$ cat config.mk
export PLATFORM = sky130hd
export DESIGN_NAME = stream_downsizer
export DESIGN_NICKNAME = d
export VERILOG_FILES = /design/src/rtl/stream_downsizer_pkg.sv /design/src/rtl/stream_downsizer.sv
export SDC_FILE = /design/constraint.sdc
export NUM_CORES = 1
export LEC_CHECK = 0
export ABC_AREA = 1
export CORE_MARGIN = 1
export CORE_UTILIZATION = 48
export CTS_BUF_LIST = sky130_fd_sc_hd__clkbuf_16
export CTS_CLUSTER_DIAMETER = 120
export DETAILED_ROUTE_END_ITERATION = 6
export GPL_TIMING_DRIVEN = 0
export HOLD_SLACK_MARGIN = 0.1
export PLACE_DENSITY_LB_ADDON = 0.12
export SLEW_MARGIN = 25
export SYNTH_ARGS = -nofsm -noshare
export SYNTH_HDL_FRONTEND = slang
export SYNTH_SLANG_ARGS = --single-unit
$ cat constraint.sdc
create_clock -name clk -period 1.91 [get_ports clk]
set_input_delay 0.2865 -clock clk [delete_from_list [all_inputs] [get_ports clk]]
set_output_delay 0.2865 -clock clk [all_outputs]
set_load 0.01 [all_outputs]
$ cat src/rtl/stream_downsizer_pkg.sv
// rtl/stream_downsizer_pkg.sv - shared types and count clamping for stream_downsizer
package stream_downsizer_pkg;

  typedef enum logic {
    IDLE,
    DRAIN
  } downsizer_state_t;

  typedef struct packed {
    logic        err;
    logic [31:0] count;
  } clamp_result_t;

  // Zero or over-range counts become a full beat and raise the error flag.
  function automatic clamp_result_t clamp_count(input logic [31:0] cnt, input logic [31:0] ratio);
    clamp_result_t r;
    r.err   = (cnt == 32'd0) || (cnt > ratio);
    r.count = r.err ? ratio : cnt;
    return r;
  endfunction

endpackage

$ cat src/rtl/stream_downsizer.sv
// rtl/stream_downsizer.sv - splits each wide stream beat into RATIO narrow beats
module stream_downsizer
  import stream_downsizer_pkg::*;
#(
  parameter int OUT_WIDTH = 32,
  parameter int RATIO     = 4,
  parameter int MSB_FIRST = 0,
  parameter int CNT_W     = $clog2(RATIO + 1)
) (
  input  logic                       clk,
  input  logic                       rst,
  input  logic [OUT_WIDTH*RATIO-1:0] s_data,
  input  logic [CNT_W-1:0]           s_count,
  input  logic                       s_last,
  input  logic                       s_valid,
  output logic                       s_ready,
  output logic [OUT_WIDTH-1:0]       m_data,
  output logic                       m_last,
  output logic                       m_valid,
  input  logic                       m_ready,
  output logic                       err_count
);

  localparam int IDX_W = $clog2(RATIO);

  downsizer_state_t state_q, state_next;

  logic [OUT_WIDTH*RATIO-1:0] data_q, data_next;
  logic [CNT_W-1:0]           cnt_q, cnt_next;
  logic [IDX_W-1:0]           idx_q, idx_next;
  logic                       last_q, last_next;
  logic                       err_q, err_next;

  logic          last_sub;
  logic          accept;
  logic          xfer;
  logic [IDX_W-1:0] pos;
  clamp_result_t clamp;

  assign last_sub  = (CNT_W'(idx_q) == (cnt_q - CNT_W'(1)));
  assign s_ready   = !rst && ((state_q == IDLE) || (last_sub && m_ready));
  assign m_valid   = (state_q == DRAIN);
  assign m_last    = (state_q == DRAIN) && last_sub && last_q;
  assign err_count = err_q;
  assign accept    = s_valid && s_ready;
  assign xfer      = m_valid && m_ready;
  assign clamp     = clamp_count(32'(s_count), 32'(RATIO));

  // Emission order reverses the sub-word position when MSB_FIRST is set.
  always_comb begin
    pos = idx_q;
    if (MSB_FIRST != 0) begin
      pos = IDX_W'(RATIO - 1) - idx_q;
    end
    m_data = '0;
    if (state_q == DRAIN) begin
      m_data = data_q[pos*OUT_WIDTH +: OUT_WIDTH];
    end
  end

  always_comb begin
    state_next = state_q;
    data_next  = data_q;
    cnt_next   = cnt_q;
    idx_next   = idx_q;
    last_next  = last_q;
    err_next   = err_q;

    case (state_q)
      IDLE: begin
        idx_next = '0;
      end
      DRAIN: begin
        if (xfer) begin
          if (last_sub) begin
            state_next = IDLE;
            idx_next   = '0;
          end else begin
            idx_next = idx_q + IDX_W'(1);
          end
        end
      end
      default: state_next = IDLE;
    endcase

    // A load on the final transfer of the previous beat keeps DRAIN with no bubble.
    if (accept) begin
      state_next = DRAIN;
      data_next  = s_data;
      cnt_next   = CNT_W'(clamp.count);
      idx_next   = '0;
      last_next  = s_last;
      if (clamp.err) begin
        err_next = 1'b1;
      end
    end
  end

  always_ff @(posedge clk) begin
    if (rst) begin
      state_q <= IDLE;
      data_q  <= '0;
      cnt_q   <= '0;
      idx_q   <= '0;
      last_q  <= 1'b0;
      err_q   <= 1'b0;
    end else begin
      state_q <= state_next;
      data_q  <= data_next;
      cnt_q   <= cnt_next;
      idx_q   <= idx_next;
      last_q  <= last_next;
      err_q   <= err_next;
    end
  end

endmodule

==> results.md <==
- The run finished, with violations left.
- The checks that failed: design-rule violations, negative setup slack.
- In this run, synthesis produced a sequential element count of 136.
- The congestion estimate from routability-driven global placement came to 0.893.
- At the later pin of the worst-skew pair, clock insertion delay measures 0.43 ns.
- Final hold analysis gives a worst-case slack of 0.418 ns.
- The critical path is of the flop to output pin type.
- Counting tap cells, the placed design contains a total of 1226 instances.
- The global-route wire length before repair is 32900 um.
- The number of DRC violations after detailed-routing iteration 0 is 1005.
- During synthesis, Yosys emitted a total of 0 warnings.
- The setup check on the worst reg-to-reg path leaves a slack of -0.15 ns.
- The critical hold path startpoint is s_data[36].
- The worst setup path is captured at an output pin.
- For the worst setup path, the data required time is 1.62 ns.
- The cell depth of the worst min-delay path is 3.
- The reported leakage power is 4.28 nW.
- The via count of the first global-routing pass is 6493.
- In the global route stage, overall resource usage came out at 33.1%.
- The total non-filler cell area in the finished layout is 9860 um2.
- From left edge to right edge, the die measures 115 um.
- The worst register-to-register path ends at data_q[54].
- The count of buffers added on input and output ports is 170.
- Derived from the worst setup path, the maximum achievable clock frequency is 463 MHz.
- TritonCTS built the clock tree.
- Summed over all nets, the half-perimeter wirelength after detailed placement is 14900 um.
- The total count of hold-check failures in the final report is 0.
- Compared with the post-synthesis result, the final layout area differs by 61.0%.
- On the final layout, the worst clock skew is 0.00767 ns.
- The number of antenna violations at the first check in global routing came to 0.
- The number of max-slew violations in the final report is 0.
- The number of DRC violations after detailed routing is 11.
- On the worst path, the slowest cell contributes a delay of 0.42 ns.
- The total grt overflow is 0.
- The I/O pin count is 172.
- The floorplan has 40 rows.
- The synthesized netlist devotes 8.32% of its cell area to compound gates.
- Setup violations remaining at the end of the flow were counted as 134.
- The die outline area is 13200 um2.
- Among all stages on the critical path, the largest delay is contributed by sky130_fd_sc_hd__dfxtp_4.
- After Yosys synthesis, and, or, nand and nor cells account for 39.5% of the synthesized area.
- The largest net degree at the start of global routing is 17.
- The transition at the pin with the smallest max-transition slack is 0.782 ns.
- The clock root buffer master is sky130_fd_sc_hd__clkbuf_16.
- Buffers inserted to repair hold after CTS numbered 0.
- Subtracting the final worst setup slack from the clock period gives 2.16 ns.
- The hold path endpoint is data_q[36].
- The startpoint type of the worst setup path is a flop.
- In the final layout, the share of cells above drive strength 1 is 24.6%.
- The tree built by TritonCTS fans out to 136 sinks.
- The detailed router placed 7630 vias in this run.
- The number of antenna diodes in the final layout is 0.
- Measured against its own limit, the worst slew margin works out to 47.8%.
- The number of inserted filler cells in the final layout is 821.
- The total core area is 12200 um2.
- The clock buffer count from CTS is 17.
- The iteration count of the initial detailed-routing pass is 7.
- The per-instance average area after synthesis is 6.90 um2.
- The maximum number of buffers from clock root to sink is 2.
- Once the floorplan was initialized, standard cells occupied 50.1% of the core.
- Counting every net in the synthesized netlist gives 1026.
- In the finished design, the share of the clock period the worst path needs comes to 113%.
- Max-cap violations in this run came to 0.
- The launch instance of the worst register-to-register path is cnt_q[0].
- Setup repair after global routing could not meet its margin everywhere.
- Excluding fillers, the count of instances in the completed layout stands at 1287.
- The sum of buffers and inverters on the critical path is 3.
- The area of the mapped netlist is 6120 um2.
- After synthesis, the cell types taking the most area are sky130_fd_sc_hd__dfxtp_1 44%, sky130_fd_sc_hd__nand3_1 21%, sky130_fd_sc_hd__nand2_1 9.0%.
- The cell seen most often among critical-path stages is sky130_fd_sc_hd__clkbuf_16.
- By area, the combinational part of the netlist is dominated by simple AND/OR/NAND/NOR gates.
- The H-tree depth reported by CTS is 4.
- The library cell with the largest summed area after synthesis is sky130_fd_sc_hd__dfxtp_1.
- The power density over the cells is 799 nW/um2.
- The clock slew at the register clock pins of the worst setup and hold paths is 0.06 ns.
- The overall power is 7.88 mW.
- The class of the tightest hold or removal check is primary input to flop.
- After Yosys synthesis, full adders, half adders and majority gates account for 0.409% of the synthesized area.
- The multiplexer area fraction after synthesis is 0%.
- Summing all placed instances gives a cell area of 8040 um2.
- Along the worst path, the maximum fanout reaches 6.
- The die extent in y is 115 um.
- Counting every instance in the synthesized netlist gives 888.
- VDD sags by at most 0.000622 V.
- Sequential cells were found to cover 44.5% of the synthesized design area.
- STA puts the critical path data arrival time at 1.88 ns.
- Once detail routing completed, the nets flagged for antenna violations numbered 0.
- Setup slack on the critical path of the routed design comes to -0.252 ns.
- Dividing the detail-routed via count by the number of cells gives 5.93.
- In the final routed layout, each cell accounts on average for 20.0 um.
- Once layout is complete, the utilization of the core stands at 80.7%.
- Wires add up to 25800 um.
- Summing the areas of all xor and xnor instances in the mapped netlist gives 0.143% of the synthesized area.
- The number of nets in the layout is 1244.
- The number of cells on the worst reg-to-reg path is 13.
- The count of unique library cells instantiated by Yosys is 19.
- Grouping stages by cell kind, the critical path spends the most delay in buffers and inverters.
- The share of the synthesized area in the top cell type is 44.5%.
- The critical path goes through clkbuf_16 -> clkbuf_16 -> nor2_4 -> nor2_2 -> o21ai_2 -> a21oi_2 -> buf_2.
cells by family (layout without fill, tap and decap cells):
group,Yosys count,in the layout
compound gates,101,101
xor+xnor,1,1
fa+ha+maj,2,2
buf+inv,96,327
flops,136,136
simple gates,552,552
flip-flops by register name (all words and copies together) (netlist names):
register / count
last_q: 1
data_q: 128
m_valid: 1
idx_q: 2
cnt_q: 3
err_count: 1
through the flow:
stage | setup WS, ns | setup TNS, ns
final | -0.252 | -10.81
after global routing | -0.274 | -18.41
after CTS | -0.163 | -2.12
after global placement | -0.830 | -42.98
after floorplan | 0.212 | 0
after detailed placement | -0.855 | -44.79
layer usage:
metal  GRT usage (%)  share of wire [%]  vias to the layer above
li1                -                  -                     3429
met3            7.49                 11                      135
met5               0                  0                        -
met4            18.5                6.7                        0
met1            42.7                 37                     3489
met2            51.5                 45                      577
report_power, final:
part / switching [mW] / internal (mW)
clock: 1.24 / 1.87
combinational: 0.765 / 0.752
sequential: 0.180 / 3.07
what timing repair did:
action | in CTS | in global routing
setup endpoints to repair | 154 | 158
gates cloned | 4 | 16
pin swaps | 37 | 95
resized for setup | 327 | 156
hold endpoints to repair | 0 | 0
setup buffers | 7 | 2
worst max-delay path by stage:
stage	from	end	depth (start not counted)
after floorplan	cnt_q[0]	data_q[24]	13
after global placement	idx_q[0]	m_data[24]	7
after detailed placement	idx_q[0]	m_data[24]	7
after CTS	cnt_q[0]	s_ready	8
after global routing	cnt_q[0]	m_last	8
final	idx_q[0]	m_data[7]	7
final cells by class:
type	count	area, um2	share of cell area, %
multi-input cells	656	3520	35.7
plain buffers	82	753	7.64
flip-flops and latches	136	2730	27.7
well taps	168	210	2.13
clock inverters	15	119	1.21
inverters	14	55.1	0.559
repair buffers	199	2050	20.8
clock buffers	17	425	4.32
worst reg2reg max path: stages (launching register included):
cell and delay [ns]:
sky130_fd_sc_hd__dfxtp_2 0.34, sky130_fd_sc_hd__inv_2 0.06, sky130_fd_sc_hd__ha_4 0.22, sky130_fd_sc_hd__inv_2 0.05, sky130_fd_sc_hd__nand2_1 0.05, sky130_fd_sc_hd__nand2_1 0.08, sky130_fd_sc_hd__nand4_1 0.17, sky130_fd_sc_hd__a21oi_4 0.20
sky130_fd_sc_hd__buf_4 0.15, sky130_fd_sc_hd__buf_12 0.14, sky130_fd_sc_hd__clkbuf_16 0.19, sky130_fd_sc_hd__buf_8 0.12, sky130_fd_sc_hd__nand3_1 0.12, sky130_fd_sc_hd__nand2_1 0.12
cells in the mapped netlist:
cell type                    n
sky130_fd_sc_hd__nand3_1   261
sky130_fd_sc_hd__inv_2       3
sky130_fd_sc_hd__buf_6       5
sky130_fd_sc_hd__nor2_1    136
sky130_fd_sc_hd__xnor2_1     1
sky130_fd_sc_hd__clkbuf_1   39
sky130_fd_sc_hd__a21oi_1    35
sky130_fd_sc_hd__nand4_1     5
sky130_fd_sc_hd__or2_1       1
sky130_fd_sc_hd__inv_1      11
sky130_fd_sc_hd__ha_1        2
sky130_fd_sc_hd__buf_1      15
sky130_fd_sc_hd__or2_2       2
sky130_fd_sc_hd__dfxtp_1   136
sky130_fd_sc_hd__buf_2      18
sky130_fd_sc_hd__o21ai_0    65
sky130_fd_sc_hd__a21oi_2     1
sky130_fd_sc_hd__buf_4       5
sky130_fd_sc_hd__nand2_1   147
cell usage in the layout, fill, tap and decap left out, drive strengths merged:
master,Yosys,layout
a21oi,36,36
buf,43,99
bufinv,0,2
clkbuf,39,62
clkdlybuf4s50,0,136
clkinv,0,10
clkinvlp,0,1
dfxtp,136,136
dlygate4sd2,0,1
ha,2,2
inv,14,16
nand2,147,147
nand3,261,261
nand4,5,5
nor2,136,136
o21ai,65,65
or2,3,3
xnor2,1,1
No activity file was read; power rests on OpenSTA's default activity.
